### config.mk
export PLATFORM = sky130hd
export DESIGN_NAME = shot_clock_controller
export DESIGN_NICKNAME = d
export VERILOG_FILES = /design/src/rtl/shot_clock_controller.sv
export SDC_FILE = /design/constraint.sdc
export NUM_CORES = 1
export LEC_CHECK = 0
export BUFFER_PORTS_ARGS = -buffer_cell sky130_fd_sc_hd__clkbuf_2
export CAP_MARGIN = 20
export CORE_ASPECT_RATIO = 1.75
export CORE_MARGIN = 2
export CORE_UTILIZATION = 50
export DETAILED_ROUTE_END_ITERATION = 6
export PLACE_DENSITY = 0.71
export SYNTH_ARGS = -nofsm -noshare
export SYNTH_HDL_FRONTEND = slang
export SYNTH_SLANG_ARGS = --single-unit
### constraint.sdc
create_clock -name clock_in -period 2.1 [get_ports clock_in]
set_input_delay 0.63 -clock clock_in [delete_from_list [all_inputs] [get_ports clock_in]]
set_output_delay 0.63 -clock clock_in [all_outputs]
set_load 0.05 [all_outputs]
### src/rtl/shot_clock_controller.sv
// shot_clock_controller: button-to-counter command FSM with 1 Hz tick and horn; optional SHOT_CLOCK_AUTO_RESTART_EN reloads FULL_VALUE and resumes when the horn ends
module shot_clock_controller #(
    parameter int CLK_HZ      = 50_000_000,
    parameter int FULL_VALUE  = 24,
    parameter int SHORT_VALUE = 14,
    parameter int HORN_CYCLES = 25_000_000
) (
    input  logic       clock_in,
    input  logic       reset,
    input  logic       btn_start,
    input  logic       btn_pause,
    input  logic       btn_reset24,
    input  logic       btn_reset14,
    input  logic [4:0] count_in,
    output logic [4:0] load_value,
    output logic       load_strobe,
    output logic       tick_out,
    output logic       run_en,
    output logic       horn,
    output logic [1:0] state_out
);
    localparam logic [1:0] IDLE    = 2'b00;
    localparam logic [1:0] RUNNING = 2'b01;
    localparam logic [1:0] PAUSED  = 2'b10;
    localparam logic [1:0] EXPIRED = 2'b11;
    localparam int PW = CLK_HZ > 1 ? $clog2(CLK_HZ) : 1;
    localparam int HW = $clog2(HORN_CYCLES + 1);

    logic [PW-1:0] presc;
    logic [HW-1:0] horn_timer;
    logic          load;
    logic [4:0]    load_sel;

    // load request and its value, reset24 taking precedence over reset14
    always_comb begin
        load     = btn_reset24 | btn_reset14;
        load_sel = btn_reset24 ? 5'(FULL_VALUE) : 5'(SHORT_VALUE);
    end

    // state, prescaler, horn timer and registered outputs
    always_ff @(posedge clock_in) begin
        if (reset) begin
            state_out   <= IDLE;
            presc       <= '0;
            horn_timer  <= '0;
            load_value  <= 5'(FULL_VALUE);
            load_strobe <= 1'b0;
            tick_out    <= 1'b0;
            run_en      <= 1'b0;
            horn        <= 1'b0;
        end else begin
            load_strobe <= 1'b0;
            tick_out    <= 1'b0;
            if (load) begin
                load_strobe <= 1'b1;
                load_value  <= load_sel;
                presc       <= '0;
                horn_timer  <= '0;
                horn        <= 1'b0;
                if (state_out == EXPIRED) state_out <= IDLE;
            end else begin
                case (state_out)
                    IDLE: if (btn_start) begin
                        state_out <= RUNNING;
                        presc     <= '0;
                        run_en    <= 1'b1;
                    end
                    RUNNING: if (count_in == 5'd0) begin
                        state_out  <= EXPIRED;
                        run_en     <= 1'b0;
                        horn       <= 1'b1;
                        horn_timer <= HW'(HORN_CYCLES);
                    end else if (btn_pause) begin
                        state_out <= PAUSED;
                        run_en    <= 1'b0;
                    end else if (presc == PW'(CLK_HZ - 1)) begin
                        presc    <= '0;
                        tick_out <= 1'b1;
                    end else begin
                        presc <= presc + PW'(1);
                    end
                    PAUSED: if (btn_start) begin
                        state_out <= RUNNING;
                        run_en    <= 1'b1;
                    end
                    default: if (horn_timer != '0) begin
                        horn_timer <= horn_timer - HW'(1);
                        horn       <= horn_timer > HW'(1);
`ifdef SHOT_CLOCK_AUTO_RESTART_EN
                        if (horn_timer == HW'(1)) begin
                            load_strobe <= 1'b1;
                            load_value  <= 5'(FULL_VALUE);
                            state_out   <= RUNNING;
                            presc       <= '0;
                            run_en      <= 1'b1;
                        end
`else
`endif
                    end
                endcase
            end
        end
    end
endmodule
; Yosys cells after proc, flatten, opt, wreduce, memory -nomap -nowiden
; Index checks and enable logic that the tools add are counted.
[totals]
register_bits = 62
input_bits = 11
word_cells = 66
[op_classes]
addsub = 2
n_lt_le_gt_ge = 1
eq_ne = 13
n_mux = 24
bitwise_logic = 4
n_reduce_logical = 14
[ops]
columns = operator, count
row1 = $mux W26, 4
row2 = $pmux W26 S2, 1
row3 = $mux W25, 2
row4 = $pmux W25 S2, 1
row5 = $add A26 B1 Y26 const B, 1
row6 = $eq A26 B26 Y1 const B, 1
row7 = $gt A25 B1 Y1 const B, 1
row8 = $reduce_bool A25 Y1, 1
row9 = $sub A25 B1 Y25 const B, 1
row10 = $reduce_and A4 Y1, 3
row11 = $mux W2, 5
row12 = $ne A2 B2 Y1 const B, 4
row13 = $mux W1, 7
row14 = $reduce_bool A2 Y1, 3
row15 = $logic_not A5 Y1, 1
row16 = $mux W5, 1
row17 = $reduce_or A5 Y1, 1
row18 = $eq A2 B2 Y1 const B, 2
row19 = $ne A2 B1 Y1 const B, 2
row20 = $ne A4 B4 Y1 const B, 1
row21 = $pmux W1 S2, 2
row22 = $pmux W2 S2, 1
row23 = $reduce_or A2 Y1, 2
row24 = $ne A3 B1 Y1 const B, 1
row25 = other kinds (7), 9

; Logic depth before layout (Yosys ltp)
[depth]
depth_word = 5
depth_mapped = 8
ltp_nobuf = 7

; Worst setup path before layout
; No wires, ideal clock.
[synth_timing]
kind = flip-flop to flip-flop
from = register state_out[0]
to = register presc[0]
setup_time_ns = 0.128
t_arrival_ns = 2.013
t_required_ns = 1.972
setup_slack_ns = -0.041
path_stages_with_launch = 8
n_path_buf = 2
period_less_slack_ns = 2.141
cell_sequence = dfxtp_1 -> nor2b_1 -> o21a_1 -> o21ai_1 -> buf_2 -> o21ai_1 -> clkbuf_1 -> nor2_1
[synth_via]
elab_chain_cells = 3
elab_cells_between_ends = 8
cone_classes = eq/ne: 4 / mux: 1 / reduce/logical: 3
[synth_rtl]
columns = item, line
row1 = "start, declared", 20  ; output logic [1:0] state_out
row2 = "start signal, assigned", 43  ; state_out <= IDLE;
row3 = "start signal, assigned", 60  ; if (state_out == EXPIRED) state_out <= IDLE;
row4 = "start signal, assigned", 64  ; state_out <= RUNNING;
row5 = $eq A2 B1 Y1 or $logic_not A2 Y1 (tied branches), 62  ; case (state_out)
row6 = $ne A2 B2 Y1 (no line) or $reduce_bool A2 Y1 (tied branches), -
row7 = $reduce_and A4 Y1 (no line), -
row8 = "end signal, assigned", 80  ; presc <= presc + PW'(1);
row9 = "end, declared", 29  ; logic [PW-1:0] presc;
; Parallel ways exist; a longest one is shown, timed or not.
; A chain may end at the register's enable or synchronous reset.

; Final worst setup path
[layout_timing]
from = register horn_timer[11]
to = register horn_timer[24]
[layout_via]
elab_chain_cells = 3
elab_cells_between_ends = 6
cone_classes = add/sub: 1 / mux: 2 / reduce/logical: 3
[layout_rtl]
columns = item, line
row1 = "start, declared", 30  ; logic [HW-1:0] horn_timer;
row2 = "start signal, assigned", 72  ; horn_timer <= HW'(HORN_CYCLES);
row3 = "start signal, assigned", 87  ; horn_timer <= horn_timer - HW'(1);
row4 = $sub A25 B1 Y25 or $reduce_bool A25 Y1 (tied branches), "87, 86"
row5 = $mux W25 or $reduce_bool A2 Y1 (tied branches), -
row6 = $pmux W25 S2 or $reduce_and A3 Y1 (tied branches), -
; Parallel ways exist; a longest one is shown, timed or not. The select of a mux whose other input is x is not followed.

==> impl_metrics.yaml <==
outcome:
  status: "finished, violations left"
  violations: "setup timing"
timing:
  final_hold_viol_count: 0
  drv_slew: 0
  worst_slew_pin_slew_ns: 0.578
  slew_headroom_pct: 60.5
  final.setup.worst_slack_ns: -0.00505
  finalCritPeriodShare_pct: 100
  setup_viol: 1
  holdWs_ns: 0.464
  fmax_mhz: 475
  fin_crit_ns: 2.11
  rsz0062_at_grt: "true"
  clock-skew-final_ns: 0.0124
grt:
  overflow: 0
  grt_start_max_net_pins: 25
  grt_pass1_wl_um: 15200
  grt.met1_usage_pct: 25.5
  met2_usage_pct: 53.2
  grt_antenna_before_repair: 0
  grtUsageMet3_pct: 6.55
  grt.total_usage_pct: 28.3
  grt_pass1_vias: 3339
  grt.busiest_layer: "met2"
floorplan:
  coreArea_um2: 6180
  placementRows: 38
  dieArea_um2: 7090
  io_pins: 22
  fp.dieW_um: 64.5
  die_h_um: 110
  start_util_pct: 51.8
logic_synthesis:
  synth_top_cell_by_area: "dfxtp_1"
  yosysSeqAreaShare_pct: 36.9
  synth_edf_count: 0
  ys_warn_count: 0
  ys.flop_type: "dfxtp_1"
  synth_area_leaders: "dfxtp_1 37%, or4_1 4.2%, a21oi_1 3.7%"
  synth_nets: 396
  synth-async-reset-ratio_pct: 0
  synthCells: 381
  synth_top_area_share_pct: 36.9
  syn_avg_cell_area_um2: 8.41
  synth_cell_types: 61
  ys_ff_latch: 59
  synth.cell_area_um2: 3200
detailed_routing:
  drtAntennaViolNets: 0
  drc: 0
  vias: 3428
  initialDrtViolationCount: 183
  drtPass1Iterations: 4
  wire_per_inst_um: 17.3
  viasPerCell: 6.14
  drt_wl_total_um: 9650
job:
  maxCapViolCount: 0
setup_path:
  path_max_fanout: 4
  crit_start: "horn_timer[11]"
  start_kind: "flop"
  r2r_start: "horn_timer[11]"
  r2r-end: "horn_timer[24]"
  cp.required_ns: 2.38
  reg2reg_slack_ns: -0.005
  crit_path_end_kind: "flop"
  ff2ff_path_depth: 5
  crit_arrival_ns: 2.38
  crit_type: "reg2reg"
power_and_ir_drop:
  power_w: 0.00244
  ir_drop_uv: 552
  p_leak_nw: 1.60
  power_density_nw_per_um2: 575
place:
  dpl.hpwl_um: 7100
  gp_congestion: 0.951
  port_buffers: 19
  dp.cells: 536
clock_tree:
  root_buffer: "clkbuf_8"
  htree_levels: 3
  path_clk_slew_ns: 0.07
  cts_buffer_depth: 2
  insertion_delay_ns: 0.36
  cts_buffers: 9
  cts-hold-fix-buffers: 0
  cts.sinks: 59
  cts_tree: "yes"
worst_hold_path:
  hold_class: "reg2reg"
  holdPathEnd: "load_value[4]"
  min_from: "load_value[4]"
  whs_path_depth: 2
layout:
  finalNonFillerCells: 558
  fin_util_pct: 68.6
  syn_to_final_growth_pct: 32.4
  fillers: 533
  drive_gt1_share_pct: 29.1
  antennaDiodeCount: 0
  nets: 489
==> logic make-up (layout without fill, tap and decap cells) <==
family	count (synthesis)	count (layout)	synth area share, %
and+or+nand+nor	167	167	30.7
DFF	59	59	36.9
AOI/OAI and AO/OA	106	106	22.3
buffers and inverters	26	123	3.59
muxes	2	2	0.664
other	2	2	0.234
xor gates and xnor gates	15	15	4.10
adders and majority gates	4	4	1.56
==> metal layers <==
layer | share of wire, % | wire, um
met5 | 0 | 0
met4 | 5.8 | 560
met3 | 3.5 | 336
met2 | 55 | 5330
met1 | 36 | 3430
==> flip-flops by register name (all words and copies together) (netlist names) <==
signal,flops
state_out,2
horn,1
run_en,1
tick_out,1
presc,26
horn_timer,25
load_strobe,1
load_value,2
==> power breakdown <==
group / leakage, nW / internal (W) / switching, W
clock network: 0.109 / 0.000672 / 0.000449
logic: 1.01 / 0.0000662 / 0.000118
registers: 0.480 / 0.00113 / 0.00000600
total: 1.60 / 0.00186 / 0.000573
==> cells in the mapped netlist, types with 5 or more instances <==
master and number:
dfxtp_1 59, nand2_1 28, nor2_1 28, a21oi_1 24
or4_1 18, or3_1 17, o21ai_0 16, nand3_1 14
inv_1 11, nand4_1 11, o31ai_1 11, xnor2_1 11
a31oi_1 8, nor4_1 8, nor3_1 7, a211oi_1 6
and3_1 6, o211ai_1 6, o21a_1 6, o21ai_1 6
buf_2 5
==> worst max-delay path, stage by stage, from the launching register on <==
cell and delay [ns]:
dfxtp_2 0.34, or4_4 0.58, nor4_4 0.33, nand2_2 0.12, or4_4 0.49, a31oi_1 0.16
==> cells in the final DEF (no fill, tap or decap), types with 4 or more instances in the layout <==
cell type,n
xor2_1,4
a31oi_1,8
o21a_1,6
nor4_1,7
nand4_1,11
inv_1,11
dfxtp_1,52
xnor2_1,11
a211oi_1,6
a2111oi_0,4
clkbuf_8,13
or3_1,17
and2_1,4
clkbuf_2,19
nand3_1,14
nor2_1,28
o21ai_0,16
a21oi_1,23
dfxtp_2,7
nand2_1,27
and3_1,6
or4_1,16
o31ai_1,11
buf_4,72
o21ai_1,6
nor3_1,7
o211ai_1,6
==> repair_timing <==
action	in CTS	in global routing
buffers inserted	0	6
resized for setup	1	19
cloned	0	1
pin swaps	0	11
endpoints found under the setup margin	2	13
==> how the worst max path moves through the flow <==
| stage | to | slack (ns) | cells past startpoint |
|---|---|---|---|
| finish | horn_timer[24] | -0.005 | 5 |
| global route | horn_timer[24] | -0.07 | 5 |
| CTS | horn_timer[21] | 0.01 | 7 |
| detailed placement | horn_timer[21] | -0.12 | 7 |
| global placement | horn_timer[21] | -0.06 | 7 |
| floorplan | presc[11] | 0.01 | 7 |
==> stage by stage <==
| step | instance area (um2) | TNS, ns | setup slack [ns] |
|---|---|---|---|
| floorplan | 3210 | 0 | 0.0116 |
| global placement | 3880 | -0.310 | -0.0641 |
| detailed placement | 3880 | -0.992 | -0.119 |
| CTS | 4100 | 0 | 0.0141 |
| global route | 4240 | -0.0919 | -0.0704 |
| finish | 4240 | -0.00505 | -0.00505 |
==> layout make-up <==
class                      instances  area (um2)  area share (%)
tap                               80         100            2.36
multi-input combinational        296        1970            46.5
timing repair buffer              96         723            17.1
clock inverter                     1        30.0           0.708
sequential                        59        1190            28.1
inverter                          12        45.0            1.06
clock buffer                      14         183            4.31
Power figures use the tool's default switching activity.
